[config.mk]
export PLATFORM = sky130hd
export DESIGN_NAME = onfi_cmd_sequencer
export DESIGN_NICKNAME = d
export VERILOG_FILES = /design/src/rtl/onfi_cmd_sequencer.sv
export SDC_FILE = /design/constraint.sdc
export NUM_CORES = 1
export LEC_CHECK = 0
export BUFFER_PORTS_ARGS = -buffer_cell sky130_fd_sc_hd__buf_2
export CAP_MARGIN = 30
export CORE_MARGIN = 2
export CORE_UTILIZATION = 42
export DETAILED_ROUTE_END_ITERATION = 7
export GPL_TIMING_DRIVEN = 0
export MAX_ROUTING_LAYER = met4
export PLACE_DENSITY_LB_ADDON = 0.1
export SLEW_MARGIN = 20
export SYNTH_ARGS = -nofsm -noshare
export SYNTH_HDL_FRONTEND = slang
export SYNTH_SLANG_ARGS = --single-unit
export TNS_END_PERCENT = 10
[constraint.sdc]
create_clock -name onfi_clk -period 2.5 [get_ports onfi_clk]
set_input_delay 0.25 -clock onfi_clk [delete_from_list [all_inputs] [get_ports onfi_clk]]
set_output_delay 0.25 -clock onfi_clk [all_outputs]
set_load 0.05 [all_outputs]
[src/rtl/onfi_cmd_sequencer.sv]
// onfi_cmd_sequencer: one ONFI command/address operation at a time onto the
// shared CE#/CLE/ALE/DQ pins, then waits for R/B# ready.
// All state updates on the falling edge of onfi_clk; synchronous active-low reset.
// Optional feature: define ONFI_RB_TIMEOUT_EN to bound the R/B# busy wait
// with TIMEOUT_CYCLES and report expiry on op_err.
module onfi_cmd_sequencer #(
  parameter int unsigned MAX_ADDR       = 5,
  parameter int unsigned TWB_CYCLES     = 16,
  parameter int unsigned TIMEOUT_CYCLES = 65535
) (
  input  logic        onfi_clk,
  input  logic        onfi_rstn,
  input  logic        req_valid,
  output logic        req_ready,
  input  logic [7:0]  req_cmd1,
  input  logic [2:0]  req_naddr,
  input  logic [39:0] req_addr,
  input  logic        req_has_cmd2,
  input  logic [7:0]  req_cmd2,
  input  logic        onfi_rb,
  output logic        op_done,
  output logic        op_err,
  output logic        busy,
  output logic        onfi_cen,
  output logic        onfi_cle,
  output logic        onfi_ale,
  output logic        onfi_wen,
  output logic        onfi_dqs_en,
  output logic [31:0] onfi_dq_o,
  output logic        onfi_dq_en
);

  localparam int unsigned CMD_W   = 8;
  localparam int unsigned NADDR_W = 3;
  localparam int unsigned ADDR_W  = 40;
  localparam int unsigned DQ_W    = 32;
  localparam int unsigned TWB_W   = 8;

  localparam logic [NADDR_W-1:0] MAX_ADDR_C = NADDR_W'(MAX_ADDR);
  localparam logic [TWB_W-1:0]   TWB_LAST   = TWB_W'(TWB_CYCLES - 1);

`ifdef ONFI_RB_TIMEOUT_EN
  localparam int unsigned      TO_W    = 16;
  localparam logic [TO_W-1:0]  TO_LAST = TO_W'(TIMEOUT_CYCLES - 1);
`endif

  typedef enum logic [2:0] {
    S_IDLE,
    S_SETUP,
    S_CMD1,
    S_ADDR,
    S_CMD2,
    S_GAP,
    S_BUSY,
    S_DONE
  } state_e;

  state_e               state_q, state_d;
  logic [CMD_W-1:0]     cmd1_q, cmd1_d;
  logic [CMD_W-1:0]     cmd2_q, cmd2_d;
  logic                 has_cmd2_q, has_cmd2_d;
  logic [NADDR_W-1:0]   naddr_q, naddr_d;
  logic [ADDR_W-1:0]    addr_q, addr_d;
  logic [NADDR_W-1:0]   idx_q, idx_d;
  logic [TWB_W-1:0]     twb_q, twb_d;
  logic                 timeout_hit;

  // Registered pin/handshake outputs, computed from the next state
  logic                 cen_q, cen_d;
  logic                 cle_q, cle_d;
  logic                 ale_q, ale_d;
  logic                 dq_en_q, dq_en_d;
  logic [CMD_W-1:0]     dq_q, dq_d;
  logic                 done_q, done_d;
  logic                 ready_q, ready_d;
  logic                 busy_q, busy_d;
  logic [CMD_W-1:0]     addr_byte;

  logic                 rb_meta_q, rb_s_q;

`ifdef ONFI_RB_TIMEOUT_EN
  logic [TO_W-1:0]      to_q, to_d;
  logic                 err_q, err_d;
`else
  logic                 unused_cfg;
  assign unused_cfg = ^{TIMEOUT_CYCLES};
`endif

  // Two-flop synchronizer for the asynchronous R/B# pin
  always_ff @(negedge onfi_clk) begin
    if (!onfi_rstn) begin
      rb_meta_q <= 1'b0;
      rb_s_q    <= 1'b0;
    end else begin
      rb_meta_q <= onfi_rb;
      rb_s_q    <= rb_meta_q;
    end
  end

  // Address byte selected by the next address index
  always_comb begin
    addr_byte = '0;
    case (idx_d)
      3'd0:    addr_byte = addr_q[7:0];
      3'd1:    addr_byte = addr_q[15:8];
      3'd2:    addr_byte = addr_q[23:16];
      3'd3:    addr_byte = addr_q[31:24];
      3'd4:    addr_byte = addr_q[39:32];
      default: addr_byte = '0;
    endcase
  end

  // Next-state, request capture, counters and next output values
  always_comb begin
    state_d     = state_q;
    cmd1_d      = cmd1_q;
    cmd2_d      = cmd2_q;
    has_cmd2_d  = has_cmd2_q;
    naddr_d     = naddr_q;
    addr_d      = addr_q;
    idx_d       = idx_q;
    twb_d       = twb_q;
    timeout_hit = 1'b0;
`ifdef ONFI_RB_TIMEOUT_EN
    to_d        = to_q;
`endif

    case (state_q)
      S_IDLE: begin
        if (req_valid && ready_q) begin
          cmd1_d     = req_cmd1;
          cmd2_d     = req_cmd2;
          has_cmd2_d = req_has_cmd2;
          addr_d     = req_addr;
          naddr_d    = (req_naddr > MAX_ADDR_C) ? MAX_ADDR_C : req_naddr;
          state_d    = S_SETUP;
        end
      end
      S_SETUP: begin
        state_d = S_CMD1;
      end
      S_CMD1: begin
        idx_d = '0;
        twb_d = '0;
        if (naddr_q != '0) begin
          state_d = S_ADDR;
        end else if (has_cmd2_q) begin
          state_d = S_CMD2;
        end else begin
          state_d = S_GAP;
        end
      end
      S_ADDR: begin
        twb_d = '0;
        if (idx_q == naddr_q - NADDR_W'(1)) begin
          state_d = has_cmd2_q ? S_CMD2 : S_GAP;
        end else begin
          idx_d = idx_q + NADDR_W'(1);
        end
      end
      S_CMD2: begin
        twb_d   = '0;
        state_d = S_GAP;
      end
      S_GAP: begin
        if (twb_q == TWB_LAST) begin
          state_d = S_BUSY;
`ifdef ONFI_RB_TIMEOUT_EN
          to_d    = '0;
`endif
        end else begin
          twb_d = twb_q + TWB_W'(1);
        end
      end
      S_BUSY: begin
        if (rb_s_q) begin
          state_d = S_DONE;
        end
`ifdef ONFI_RB_TIMEOUT_EN
        else if (to_q == TO_LAST) begin
          state_d     = S_DONE;
          timeout_hit = 1'b1;
        end else begin
          to_d = to_q + TO_W'(1);
        end
`endif
      end
      S_DONE: begin
        state_d = S_IDLE;
      end
      default: begin
        state_d = S_IDLE;
      end
    endcase

    // Pin values for the cycle the next state occupies
    cen_d   = (state_d == S_IDLE) || (state_d == S_DONE);
    cle_d   = (state_d == S_CMD1) || (state_d == S_CMD2);
    ale_d   = (state_d == S_ADDR);
    dq_en_d = cle_d || ale_d;
    dq_d    = '0;
    if (state_d == S_CMD1) begin
      dq_d = cmd1_d;
    end else if (state_d == S_CMD2) begin
      dq_d = cmd2_q;
    end else if (state_d == S_ADDR) begin
      dq_d = addr_byte;
    end
    done_d  = (state_d == S_DONE) && !timeout_hit;
    ready_d = (state_d == S_IDLE);
    busy_d  = (state_d != S_IDLE);
`ifdef ONFI_RB_TIMEOUT_EN
    err_d   = (state_d == S_DONE) && timeout_hit;
`endif
  end

  // State, captured request and output registers
  always_ff @(negedge onfi_clk) begin
    if (!onfi_rstn) begin
      state_q    <= S_IDLE;
      cmd1_q     <= '0;
      cmd2_q     <= '0;
      has_cmd2_q <= 1'b0;
      naddr_q    <= '0;
      addr_q     <= '0;
      idx_q      <= '0;
      twb_q      <= '0;
      cen_q      <= 1'b1;
      cle_q      <= 1'b0;
      ale_q      <= 1'b0;
      dq_en_q    <= 1'b0;
      dq_q       <= '0;
      done_q     <= 1'b0;
      ready_q    <= 1'b0;
      busy_q     <= 1'b0;
`ifdef ONFI_RB_TIMEOUT_EN
      to_q       <= '0;
      err_q      <= 1'b0;
`endif
    end else begin
      state_q    <= state_d;
      cmd1_q     <= cmd1_d;
      cmd2_q     <= cmd2_d;
      has_cmd2_q <= has_cmd2_d;
      naddr_q    <= naddr_d;
      addr_q     <= addr_d;
      idx_q      <= idx_d;
      twb_q      <= twb_d;
      cen_q      <= cen_d;
      cle_q      <= cle_d;
      ale_q      <= ale_d;
      dq_en_q    <= dq_en_d;
      dq_q       <= dq_d;
      done_q     <= done_d;
      ready_q    <= ready_d;
      busy_q     <= busy_d;
`ifdef ONFI_RB_TIMEOUT_EN
      to_q       <= to_d;
      err_q      <= err_d;
`endif
    end
  end

  assign req_ready   = ready_q;
  assign op_done     = done_q;
  assign busy        = busy_q;
  assign onfi_cen    = cen_q;
  assign onfi_cle    = cle_q;
  assign onfi_ale    = ale_q;
  assign onfi_wen    = 1'b1;
  assign onfi_dqs_en = 1'b0;
  assign onfi_dq_o   = {(DQ_W - CMD_W)'(0), dq_q};
  assign onfi_dq_en  = dq_en_q;
`ifdef ONFI_RB_TIMEOUT_EN
  assign op_err      = err_q;
`else
  assign op_err      = 1'b0;
`endif

endmodule
Word-level counts from Yosys, hierarchy flattened:

Cells that the tools add are included.

* word-level logic and storage cells: 71
* bits of input ports: 64
* bits in registers: 91

* magnitude comparators: 1
* multiplexer cells: 18
* add/subtract/negate cells: 3
* equal/unequal tests: 18
* reduce and logical (&&, ||, !) cells: 13

Operators by type and width (number)
* $mux W8: 6
* $pmux W8 S5: 1
* $pmux W3 S8: 1
* $eq A3 B3 Y1 const B: 7
* $mux W3: 7
* $eq A3 B2 Y1 const B: 6
* $pmux W8 S2: 1
* $logic_not A3 Y1: 3
* $add A8 B1 Y8 const B: 1
* $eq A8 B4 Y1 const B: 1
* $eq A3 B1 Y1 const B: 2
* $pmux W3 S2: 1
* $reduce_bool A3 Y1: 2
* $reduce_and A2 Y1: 2
* $add A3 B1 Y3 const B: 1
* $eq A3 B3 Y1: 1
* $gt A3 B3 Y1 const B: 1
* $logic_or A1 B1 Y1: 3
* $reduce_or A3 Y1: 1
* $sub A3 B1 Y3 const B: 1
* $ne A2 B2 Y1 const B: 1
* $reduce_bool A2 Y1: 1
* $logic_and A1 B1 Y1: 1
* $mux W1: 1

Depth between registers and ports, before layout:

* depth in word-level cells: 9
* mapped depth: 11
* gate-level depth less buffers: 9

==> impl_metrics.json <==
{
  "status": "finished, violations left",
  "violations": "negative setup slack",
  "worst_slack_ns": -0.1474,
  "netlist_instances": 526,
  "antenna_found_initial": 0,
  "yosysWarnings": 0,
  "powerDensity_nw_per_um2": 852.8,
  "synth_seq_cells": 91,
  "drtAntennaViolNets": 0,
  "drc": 0,
  "grt_max_degree": 15,
  "core_area_um2": 9774,
  "p_sw_share_pct": 42.69,
  "overflow": 0,
  "dieWidth_um": 104.3,
  "final_cells": 879,
  "clkLatencyLatePin_ns": 0.42,
  "seqPwrFrac_pct": 36.9,
  "hold_ws_ns": 0.4467,
  "cp.arrival_ns": 4.16,
  "drive_gt1_share_pct": 25.60,
  "regArea_um2": 1828,
  "ir_worst_vdd_v": 0.0004833,
  "fillers": 999,
  "max_freq_mhz": 377.7,
  "synth.avg_cell_area_um2": 8.038,
  "rows": 36,
  "synth_ff_type": "dfxtp_1",
  "io_pins": 106,
  "grt_pass1_vias": 4226,
  "path_max_fanout": 7,
  "fin_crit_sh_pct": 105.9,
  "firstDrtPassIters": 4,
  "start_util_pct": 43.25,
  "place_ws_ns": -0.6314,
  "synth.distinct_cells": 62,
  "cp-start-kind": "register",
  "nets": 810,
  "crit_required_ns": 4.01,
  "yosysSeqAreaShare_pct": 43.09,
  "critical_path_class": "register to register",
  "dieArea_um2": 10880,
  "min_path_cells": 2,
  "r2r_start": "naddr_q[1]$_SDFFE_NN0P_",
  "cts_hold_buf": 0,
  "fin_crit_ns": 2.647,
  "ys_top_cells_by_area": "dfxtp_1 (43%), nand2_1 (13%), a21oi_1 (8.4%), buf_4 (5.1%), nor2_1 (2.5%)",
  "finalCoreUtilization_pct": 57.95,
  "clockBufferDepth": 2,
  "grt.total_usage_pct": 21.39,
  "p_clk_share_pct": 30.3,
  "syn_to_final_growth_pct": 33.97,
  "worst_slew_pin_slew_ns": 0.8037,
  "routed_wl_um": 11620,
  "r2r_end": "dq_q[3]$_SDFF_NN0_",
  "initialDrtViolationCount": 157,
  "portBuffers": 78,
  "tritoncts": "yes",
  "relSlewSlack_pct": 46.13,
  "pwr-share-comb_pct": 32.8,
  "reg2reg_depth": 10,
  "final-hold-violation-count": 0,
  "yosys.area.top_type_share_pct": 43.09,
  "grt_pass1_wl_um": 18220,
  "root_buffer": "clkbuf_8",
  "wl_per_cell_um": 13.22,
  "cellLeakagePower_uw": 0.002700,
  "async_flop_share_pct": 0,
  "yosys.area.top_type": "dfxtp_1",
  "viasPerCell": 4.782,
  "fp.dieH_um": 104.3,
  "setup_viol": 19,
  "grt_setup_unrepaired": "true",
  "hp-class": "register to register",
  "clkTransAtPathRegs_ns": 0.06,
  "antennaDiodeCount": 0,
  "multi_input_area_um2": 2236,
  "gp_congestion": 0.8268,
  "vias": 4203,
  "skew_ns": 0.02362,
  "r2r_setup_slack_ns": -0.15,
  "dp.cells": 762,
  "h-tree-depth": 3,
  "cts.sinks": 91,
  "internal_power_uw": 2768,
  "slew_viol_final": 0,
  "maxCapViolations": 0,
  "synth_edf_count": 0,
  "min_from": "addr_q[33]$_SDFFE_NN0P_",
  "hold_end": "addr_q[33]$_SDFFE_NN0P_",
  "p_sw_uw": 2062,
  "endpoint_kind": "register",
  "cts_made_buffers": 9,
  "hpwl_um": 7986,
  "syn_area_um2": 4228
}
-- stage by stage --
step | setup TNS, ns | power (uW) | cell area, um^2
after floorplan | -0.8119 | 3057 | 4332
after global placement | -30.73 | 3397 | 4888
after detailed placement | -32.06 | 3420 | 4893
after CTS | -1.964 | 4766 | 5527
after global routing | -6.793 | 5209 | 5664
final | -1.230 | 4830 | 5664
-- synth_stat cells (5+ instances only) --
cell and instances:
and3_1 9, nand3_1 9, inv_1 5, dfxtp_1 91, mux2i_1 7, a21oi_1 71
nor2_1 28, clkbuf_1 21, nand2_1 143, nor3_1 18, a31oi_1 6, buf_4 29
nor4_1 7
-- critical path: stages (launching register included) --
cell     delay (ns)
dfxtp_2        0.34
inv_4          0.07
ha_4           0.13
xor3_2         0.33
o311a_4        0.44
mux2_4         0.32
buf_8          0.16
nor2_2         0.09
nor4_2         0.07
o41ai_2        0.39
a31oi_1        0.15
-- power by group through the flow --
stage	Combinational (uW)	Sequential, uW	Clock [uW]
floorplan	927	1910	223
global placement	1390	1790	223
detailed placement	1400	1800	223
CTS	1470	1780	1520
global route	1730	1800	1670
finish	1580	1780	1460
-- what timing repair did --
action / 4_1_cts / 5_1_grt
endpoints found under the setup margin: 67 / 74
setup buffers: 8 / 4
gates cloned: 0 / 1
pin swaps: 11 / 15
resized for setup: 25 / 27
-- layout by cell type, fill, tap and decap left out, types with 3 or more instances in the layout --
cell type and n:
a21oi_1 69, a31oi_1 5, and2_1 3, and3_1 8
buf_2 79, buf_4 42, buf_6 3, clkbuf_1 14
clkbuf_2 3, clkbuf_4 5, clkbuf_8 9, clkinvlp_2 3
conb_1 27, dfxtp_1 88, inv_1 93, inv_4 4
mux2i_1 5, nand2_1 142, nand2b_1 3, nand3_1 9
nor2_1 25, nor2b_1 3, nor3_1 17, nor3b_1 3
nor4_1 4, o21ai_0 3, o31ai_1 3, o41ai_2 4
or3_1 3, xor2_1 4
-- routing by layer --
metal / wire, um / GRT usage [%] / up-vias
met5: 0 / - / -
met4: 131 / 10.04 / 0
met1: 5030 / 24.47 / 1921
li1: - / - / 2147
met3: 643 / 7.331 / 12
met2: 5812 / 33.66 / 123
-- worst max path at each step --
stage | end | start | slack [ns] | depth (start not counted)
global route | dq_q[3]$_SDFF_NN0_ | naddr_q[1]$_SDFFE_NN0P_ | -0.20 | 10
global placement | cmd2_q[7]$_SDFFE_NN0P_ | req_valid | -0.60 | 7
detailed placement | addr_q[11]$_SDFFE_NN0P_ | req_valid | -0.63 | 7
finish | dq_q[3]$_SDFF_NN0_ | naddr_q[1]$_SDFFE_NN0P_ | -0.15 | 10
floorplan | naddr_q[0]$_SDFFE_NN0P_ | req_valid | -0.02 | 5
CTS | dq_q[6]$_SDFF_NN0_ | naddr_q[1]$_SDFFE_NN0P_ | -0.27 | 11
-- cell type report --
cell class / count / area share, %
Sequential cell: 91 / 32.27
Tap cell: 133 / 2.938
Inverter: 7 / 0.5964
Clock inverter: 97 / 6.715
Buffer: 58 / 6.737
Timing Repair Buffer: 91 / 9.079
Clock buffer: 9 / 2.187
Multi-Input combinational cell: 393 / 39.47
-- flip-flops by register name (all words and copies together) (netlist names) --
name        count
rb_s_q          1
naddr_q         3
req_ready       1
onfi_cen        1
dq_q            8
idx_q           3
busy            1
op_done         1
addr_q         40
state_q         3
has_cmd2_q      1
onfi_ale        1
twb_q           8
cmd1_q          8
onfi_cle        1
onfi_dq_en      1
rb_meta_q       1
cmd2_q          8
-- cell families (layout without fill, tap and decap cells) --
kind of cell	count (synthesis)	in the layout	share of synthesized area, %
adder cells (fa/ha/maj)	4	4	1.184
buffers and inverters	67	262	9.618
multiplexers	9	9	2.545
AND/OR/NAND/NOR	240	240	25.13
AO/OA/AOI/OAI	105	105	15.77
XOR/XNOR	8	8	2.486
other	2	27	0.1776
flip-flops	91	91	43.09
Note: power is estimated with default switching activity, not from simulation.
